[src/rtl/insmem_loader.sv]
// rtl/insmem_loader.sv - instruction memory with byte-serial loader and direct word write port
// Optional: INSMEM_CLEAR_ON_RESET_EN clears all memory asynchronously on reset_n low.
module insmem_loader #(
  parameter int DEPTH = 256,
  parameter int CNT_W = 7
) (
  input  logic             clk,
  input  logic             reset_n,
  input  logic             load_start,
  input  logic [7:0]       load_byte,
  input  logic             load_valid,
  input  logic             load_end,
  input  logic             write_en,
  input  logic [31:0]      addr_wr,
  input  logic [31:0]      data,
  input  logic             read_en,
  input  logic [31:0]      addr,
  output logic [31:0]      instruction,
  output logic             addr_err,
  output logic             load_busy,
  output logic             load_done,
  output logic             load_ovf,
  output logic [CNT_W-1:0] load_words
);

  localparam int WN = DEPTH / 4;
  localparam int WA = $clog2(WN);
  localparam int PW = $clog2(DEPTH) + 1;

  typedef enum logic [1:0] {S_IDLE, S_LOAD, S_FLUSH} state_t;

  state_t             state_q, state_d;
  logic [PW-1:0]      ptr_q, ptr_d;
  logic [1:0]         lane_q, lane_d;
  logic [23:0]        hold_q, hold_d;
  logic [CNT_W-1:0]   words_q, words_d;
  logic               ovf_q, ovf_d;
  logic               done_q, done_d;

  logic               wr_en;
  logic [WA-1:0]      wr_idx;
  logic [31:0]        wr_data;
  logic               direct_ok;

  logic [31:0]        mem [WN];

  assign direct_ok = write_en && (addr_wr[1:0] == 2'b00) && (addr_wr <= 32'(DEPTH - 4));

  always_comb begin
    state_d = state_q;
    ptr_d   = ptr_q;
    lane_d  = lane_q;
    hold_d  = hold_q;
    words_d = words_q;
    ovf_d   = ovf_q;
    done_d  = (state_q == S_FLUSH);
    wr_en   = 1'b0;
    wr_idx  = ptr_q[WA+1:2];
    wr_data = 32'h0;
    case (state_q)
      S_IDLE: begin
        if (load_start) begin
          state_d = S_LOAD;
          ptr_d   = '0;
          lane_d  = 2'd0;
          hold_d  = 24'h0;
          words_d = '0;
          ovf_d   = 1'b0;
        end else if (direct_ok) begin
          wr_en   = 1'b1;
          wr_idx  = addr_wr[WA+1:2];
          wr_data = data;
        end
      end
      S_LOAD: begin
        if (load_start) begin
          ptr_d   = '0;
          lane_d  = 2'd0;
          hold_d  = 24'h0;
          words_d = '0;
          ovf_d   = 1'b0;
        end else begin
          // A coincident load_end still lets this cycle's byte in before flushing.
          if (load_valid) begin
            if (ptr_q[PW-1]) begin
              ovf_d = 1'b1;
            end else if (lane_q == 2'd3) begin
              wr_en   = 1'b1;
              wr_data = {load_byte, hold_q};
              ptr_d   = ptr_q + PW'(4);
              lane_d  = 2'd0;
              hold_d  = 24'h0;
              words_d = words_q + CNT_W'(1);
            end else begin
              case (lane_q)
                2'd0:    hold_d[7:0]   = load_byte;
                2'd1:    hold_d[15:8]  = load_byte;
                default: hold_d[23:16] = load_byte;
              endcase
              lane_d = lane_q + 2'd1;
            end
          end
          if (load_end) state_d = S_FLUSH;
        end
      end
      S_FLUSH: begin
        state_d = S_IDLE;
        // Unheld lanes of hold_q are already zero, giving the upper-byte padding.
        if (lane_q != 2'd0) begin
          wr_en   = 1'b1;
          wr_data = {8'h00, hold_q};
          ptr_d   = ptr_q + PW'(4);
          lane_d  = 2'd0;
          hold_d  = 24'h0;
          words_d = words_q + CNT_W'(1);
        end
      end
      default: state_d = S_IDLE;
    endcase
  end

  always_ff @(posedge clk or negedge reset_n) begin
    if (!reset_n) begin
      state_q <= S_IDLE;
      ptr_q   <= '0;
      lane_q  <= 2'd0;
      hold_q  <= 24'h0;
      words_q <= '0;
      ovf_q   <= 1'b0;
      done_q  <= 1'b0;
    end else begin
      state_q <= state_d;
      ptr_q   <= ptr_d;
      lane_q  <= lane_d;
      hold_q  <= hold_d;
      words_q <= words_d;
      ovf_q   <= ovf_d;
      done_q  <= done_d;
    end
  end

`ifdef INSMEM_CLEAR_ON_RESET_EN
  always_ff @(posedge clk or negedge reset_n) begin
    if (!reset_n) begin
      for (int i = 0; i < WN; i++) mem[i] <= 32'h0;
    end else if (wr_en) begin
      mem[wr_idx] <= wr_data;
    end
  end
`else
  always_ff @(posedge clk) begin
    if (wr_en) mem[wr_idx] <= wr_data;
  end
`endif

  assign addr_err    = read_en && ((addr[1:0] != 2'b00) || (addr > 32'(DEPTH - 4)));
  assign instruction = (read_en && !addr_err) ? mem[addr[WA+1:2]] : 32'h0;
  assign load_busy   = (state_q != S_IDLE);
  assign load_done   = done_q;
  assign load_ovf    = ovf_q;
  assign load_words  = words_q;

endmodule

[config.mk]
export PLATFORM = sky130hd
export DESIGN_NAME = insmem_loader
export DESIGN_NICKNAME = d
export VERILOG_FILES = /design/src/rtl/insmem_loader.sv
export SDC_FILE = /design/constraint.sdc
export NUM_CORES = 2
export LEC_CHECK = 0
export CAP_MARGIN = 5
export CORE_MARGIN = 3
export CORE_UTILIZATION = 55
export CTS_BUF_LIST = sky130_fd_sc_hd__clkbuf_8
export CTS_CLUSTER_DIAMETER = 30
export DETAILED_ROUTE_END_ITERATION = 8
export GPL_ROUTABILITY_DRIVEN = 0
export PLACE_DENSITY = 0.8
export SYNTH_ARGS = -nofsm -noshare
export SYNTH_HDL_FRONTEND = slang
export SYNTH_SLANG_ARGS = --single-unit
[constraint.sdc]
create_clock -name clk -period 7.17 [get_ports clk]
set_clock_uncertainty 0.1 [all_clocks]
set_input_delay 1.434 -clock clk [delete_from_list [all_inputs] [get_ports clk]]
set_output_delay 1.434 -clock clk [all_outputs]
set_load 0.01 [all_outputs]
Yosys cells after proc, flatten, opt, wreduce, memory -nomap -nowiden
Memories as Yosys holds them, arrays and structs flattened.
Cells that the tools add are included.
W data, S select, Z words.
Storage, ports and cells
  register bits after elaboration: 46
  bits in writable memories: 2048
  input bits: 111
  output and inout port bits: 43
  word-level logic and storage cells: 116
  memories: 1
Operators by class
  $add $sub $neg: 3
  magnitude comparators: 2
  equal/unequal tests: 15
  mux-type cells: 62
  reductions and logical operators: 23
Memory list
  mem: depth 64, width 32, read ports 1, clocked after memory_dff 0, write ports 1, RTL line 45  | logic [31:0] mem [WN];
Operator list (number)
  $mux W32: 7
  $mux W24: 7
  $pmux W32 S3: 1
  $pmux W24 S3: 1
  $mux W9: 6
  $mux W7: 6
  $gt A32 B8 Y1 const B: 1
  $le A32 B8 Y1 const B: 1
  $pmux W9 S3: 1
  $mux W8: 3
  $reduce_and A6 Y1: 4
  $pmux W7 S3: 1
  $mux W2: 9
  $mux W6: 3
  $mux W1: 13
  $ne A3 B3 Y1 const B: 4
  $add A9 B3 Y9 const B: 1
  $ne A4 B3 Y1 const B: 2
  $reduce_and A4 Y1: 2
  $reduce_bool A2 Y1: 4
  $add A7 B1 Y7 const B: 1
  $logic_not A2 Y1: 3
  $ne A2 B2 Y1 const B: 3
  $pmux W2 S3: 1
  other kinds (15): 20

Logic depth before layout (Yosys ltp)
  depth in word-level cells: 8
  mapped depth: 10
  gate-level depth less buffers: 7

Least setup slack after synthesis
OpenSTA, ideal clock, no wires.
  kind: input port to flip-flop
  start: in load_start
  end: mem mem[14][0], enable pin
  library setup time: 0.502 ns
  arrival time: 6.115 ns
  data required time: 6.568 ns
  setup slack: 0.453 ns
  stages: 8
  path buffers: 3
  cells stage by stage: buf_2 -> nor4b_2 -> nand4_1 -> nor2_1 -> buf_2 -> buf_6 -> mux2_2 -> nor4_1
On the way
  word-level cells in the longest chain between the ends: 4
  elaborated cells on any way between the ends: 7
  those cells by class: mux (7)
RTL lines
  from (decl): RTL line 9  | input logic load_start,
  $mux W1 (on tied branches): RTL line 76, 62
  $pmux W1 S3: RTL line 60  | case (state_q)
  $mux W1: RTL line 152  | if (wr_en) mem[wr_idx] <= wr_data;
  $mux W1 (implied by the code): RTL line 152
  to (decl): RTL line 45
Several ways; a longest one is shown, not always the timed one.

Final worst setup path
  start: in addr[5]
  end: out instruction[22]
On the way
  word-level cells in the longest chain between the ends: 6
  elaborated cells on any way between the ends: 7
  those cells by class: order compare (1); mux (1); reduce/logical (4); memory (1)
RTL lines
  from (decl): RTL line 17  | input logic [31:0] addr,
  $gt A32 B8 Y1: RTL line 156  | assign addr_err = read_en && ((addr[1:0] != 2'b00) || (addr > 32'(DEPTH - 4)));
  $logic_or A1 B1 Y1: RTL line 156
  $logic_and A1 B1 Y1: RTL line 156
  $logic_not A1 Y1: RTL line 157  | assign instruction = (read_en && !addr_err) ? mem[addr[WA+1:2]] : 32'h0;
  $logic_and A1 B1 Y1: RTL line 157
  $mux W32 (*): RTL line 157
  to (decl): RTL line 18  | output logic [31:0] instruction,
Mark *: on every way between the ends. The rest lies on a longest branch, timed or not.

==> summary.txt <==
Power and ir drop
  • Leakage: 25.9 nW
  • Peak supply drop: 0.291 mV
  • Power per cell area: 270 nW/um2

Die
  • Die width: 393 um
  • Die Height: 393 um
  • Initial Util: 0.555
  • CORE AREA: 148,000 um2
  • IO Pins: 154
  • Num rows: 141
  • Die area: 154,000 um2

CTS
  • Htree depth: 5
  • CTS tree: yes
  • CTS root buf: clkbuf_8
  • CTS Buffer Depth: 4
  • CTS Buf Count: 371
  • # hold bufs at CTS: 0
  • Clock transition at the registers of the reported paths: 0.06 ns
  • Post-CTS setup buffers: 0
  • TritonCTS sink count: 2,092
  • Insertion delay to the later sink of the worst-skew pair: 1.00 ns
  • Post-CTS Resized: 0

Worst setup path
  • Most common cell type on the critical path: buf_4
  • Worst-path cell chain: buf_4 -> buf_12 -> and2_1 -> a221oi_1 -> o21ai_0 -> o21ai_1 -> nor4bb_1 -> buf_4 -> clkdlybuf4s50_1
  • Highest net fanout along the worst path: 48
  • Required @ worst endpoint: 5.64 ns
  • Critical path startpoint category: input port
  • Slowest CP cell: nor4bb_1
  • Worst setup EP type: output port
  • Critical path class: in2out
  • Slowest stage delay, CP: 0.95 ns
  • CP Data Arrival Time: 5.12 ns

Synth
  • Async set-reset flop share out of synthesis: 0.0210
  • Post-synthesis sequential area ratio: 0.762
  • Post-Syn Nets: 3,918
  • Synth area leader: edfxtp_1
  • Area share of the largest cell type after synthesis: 0.748
  • Number of flops mapped to enable cells by yosys: 2,048
  • XOR/XNOR share of the synthesized area: 0
  • Largest family of logic cells by synthesized area: multiplexers
  • Simple logic cell fraction of the synthesized area: 0.0250
  • Avg Cell Area, Syn: 21.6 um2
  • Synth Register Bits: 2,092
  • Synth warn: 0
  • Mux contribution to synthesized area: 0.162
  • Adder-cell share of the synthesized area: 0.00137
  • Syn Std Cell Area: 82,200 um2
  • Post-Synthesis Cells: 3,798
  • Complex-gate fraction of the synthesized area: 0.0307
  • Number of distinct library cells after synthesis: 71
  • Largest cells by area after synthesis: edfxtp_1 75%, mux4_2 13%, mux2i_1 2.2%, dfrtp_1 1.3%, a22oi_1 0.64%
  • Ys flop type: edfxtp_1

Global routing
  • Initial antenna violation count: 8
  • Gr usage total: 0.304
  • Largest net degree at the start of global routing: 85
  • Overflow after GRT: 0
  • First-pass GRT wire length: 328,000 um
  • Vias in the first global route: 45,700

Timing
  • Fmax: 0.150 GHz
  • RSZ-0062 raised after global routing: no
  • Setup TNS: 0 ns
  • Max-slew violations: 0
  • Tightest Pin Transition: 1.35 ns
  • Final worst setup slack: 0.513 ns
  • Tmin final: 6.66 ns
  • Final Hold Slack: 0.406 ns
  • Max transition margin: 0.0946
  • Final setup fails: 0
  • Final Hold Viols: 0
  • Fin crit share: 0.929

Final layout
  • Area grow syn2layout: 14.9%
  • Post-layout util: 0.638
  • Final net count: 4,440
  • Post-Layout Cell Count: 6,533
  • Layout cell share with drive strength beyond 1: 0.299

Place
  • Detail Placement HPWL: 128,000 um
  • Pre-CTS setup slack: 0.595 ns
  • Buffers on Ports: 153
  • Placed cells: 5,872

Detailed routing
  • 1st-iter DRT viols: 7,357
  • DRC: 0
  • Drt total wl: 229,000 um
  • First-pass DRT Iterations: 6
  • Wirelength per Cell: 35.1 um
  • Post-route ant nets: 0
  • Vias per cell: 6.85
  • Via count: 44,800

Job
  • Max Cap Viol: 0

Min path
  • HP Class: reg2reg

Outcome
  • Status: finished clean
-- through the flow --
| stage | power (mW) | cell area, um2 |
|---|---|---|
| 3_3_place_gp | 14.8 | 87000 |
| 6_report | 25.5 | 94400 |
| 5_1_grt | 26.2 | 94400 |
| 4_1_cts | 25.6 | 94300 |
| 2_1_floorplan | 14.4 | 82200 |
| 3_5_place_dp | 14.8 | 87000 |
-- placed cells by master (no fill, tap or decap), types with 64 or more instances in the layout --
master              n
nand2_1            70
buf_4             182
a22oi_1            70
nor2_1             64
clkdlybuf4s50_1   146
clkbuf_8          380
mux2i_1           180
inv_1              97
mux4_2            489
edfxtp_1         2048
-- synth_stat cells (all sizes together), types with 5 or more instances --
| master | instances |
|---|---|
| a2111oi | 8 |
| a21oi | 58 |
| a221o | 8 |
| a221oi | 41 |
| a22oi | 70 |
| a31oi | 8 |
| and2 | 16 |
| and3 | 32 |
| buf | 149 |
| clkbuf | 64 |
| dfrtp | 44 |
| edfxtp | 2048 |
| ha | 9 |
| inv | 17 |
| mux2 | 45 |
| mux2i | 180 |
| mux4 | 489 |
| nand2 | 70 |
| nand2b | 38 |
| nand3 | 24 |
| nand4 | 11 |
| nor2 | 98 |
| nor2b | 15 |
| nor3 | 22 |
| nor4 | 50 |
| o211ai | 11 |
| o21ai | 56 |
| o221ai | 16 |
| o22ai | 23 |
| o31a | 5 |
| o31ai | 14 |
| or2 | 10 |
-- flip-flops by register name, indices dropped and copies added (netlist names) --
register / cells
mem: 2048
hold_q: 24
load_words: 7
ptr_q: 7
lane_q: 2
state_q: 2
load_done: 1
load_ovf: 1
-- cell families (layout without fill, tap and decap cells) --
| logic type | Yosys count | after routing |
|---|---|---|
| buffers and inverters | 230 | 1030 |
| other | 0 | 5 |
| AO/OA/AOI/OAI | 354 | 354 |
| multiplexers | 714 | 714 |
| adder cells (fa/ha/maj) | 9 | 9 |
| AND/OR/NAND/NOR | 399 | 399 |
| flip-flops | 2092 | 2092 |
-- where the power goes --
| group | switching [mW] | internal [mW] | total [mW] | leakage [nW] |
|---|---|---|---|---|
| combinational | 0.745 | 0.448 | 1.19 | 6.86 |
| clock | 4.88 | 6.08 | 11.0 | 3.99 |
| sequential | 0.0559 | 13.3 | 13.4 | 15.0 |
-- path summary, 6_finish.rpt --
check | startpoint | to | slack (ns) | cells after the start
max in group asynchronous | reset_n | hold_q[23]$_DFFE_PN0P_ | 5.80 | 1
min | hold_q[19]$_DFFE_PN0P_ | hold_q[19]$_DFFE_PN0P_ | 0.41 | 1
max | addr[5] | instruction[22] | 0.51 | 9
max reg2reg | state_q[0]$_DFFE_PN0P_ | mem[19][27]$_DFFE_PP_ | 2.08 | 8
min in group asynchronous | reset_n | hold_q[1]$_DFFE_PN0P_ | 0.52 | 1
min reg2reg | hold_q[19]$_DFFE_PN0P_ | hold_q[19]$_DFFE_PN0P_ | 0.41 | 1
-- area by class of cell --
cell class / instances / area [um2]
Fill cell: 9160 / 53600
Clock buffer: 380 / 5230
Timing Repair Buffer: 362 / 3460
Multi-Input combinational cell: 1476 / 18600
Inverter: 17 / 66.3
Antenna cell: 5 / 12.5
Clock inverter: 271 / 2090
Sequential cell: 2092 / 62600
Tap cell: 1930 / 2410
-- critical path, delay by kind of cell --
kind | cells | cell delay (ns)
AND/OR/NAND/NOR | 2 | 1.60
buffers and inverters | 4 | 1.51
AO/OA/AOI/OAI | 3 | 0.54
-- layer usage --
layer / track usage / up-vias / wire length [um]
met1: 0.413 / 22700 / 76100
met5: 0 / - / 13
met3: 0.0887 / 649 / 35100
met4: 0.132 / 2 / 11000
li1: - / 17200 / -
met2: 0.464 / 4122 / 107000
No activity file was read; power rests on OpenSTA's default activity.
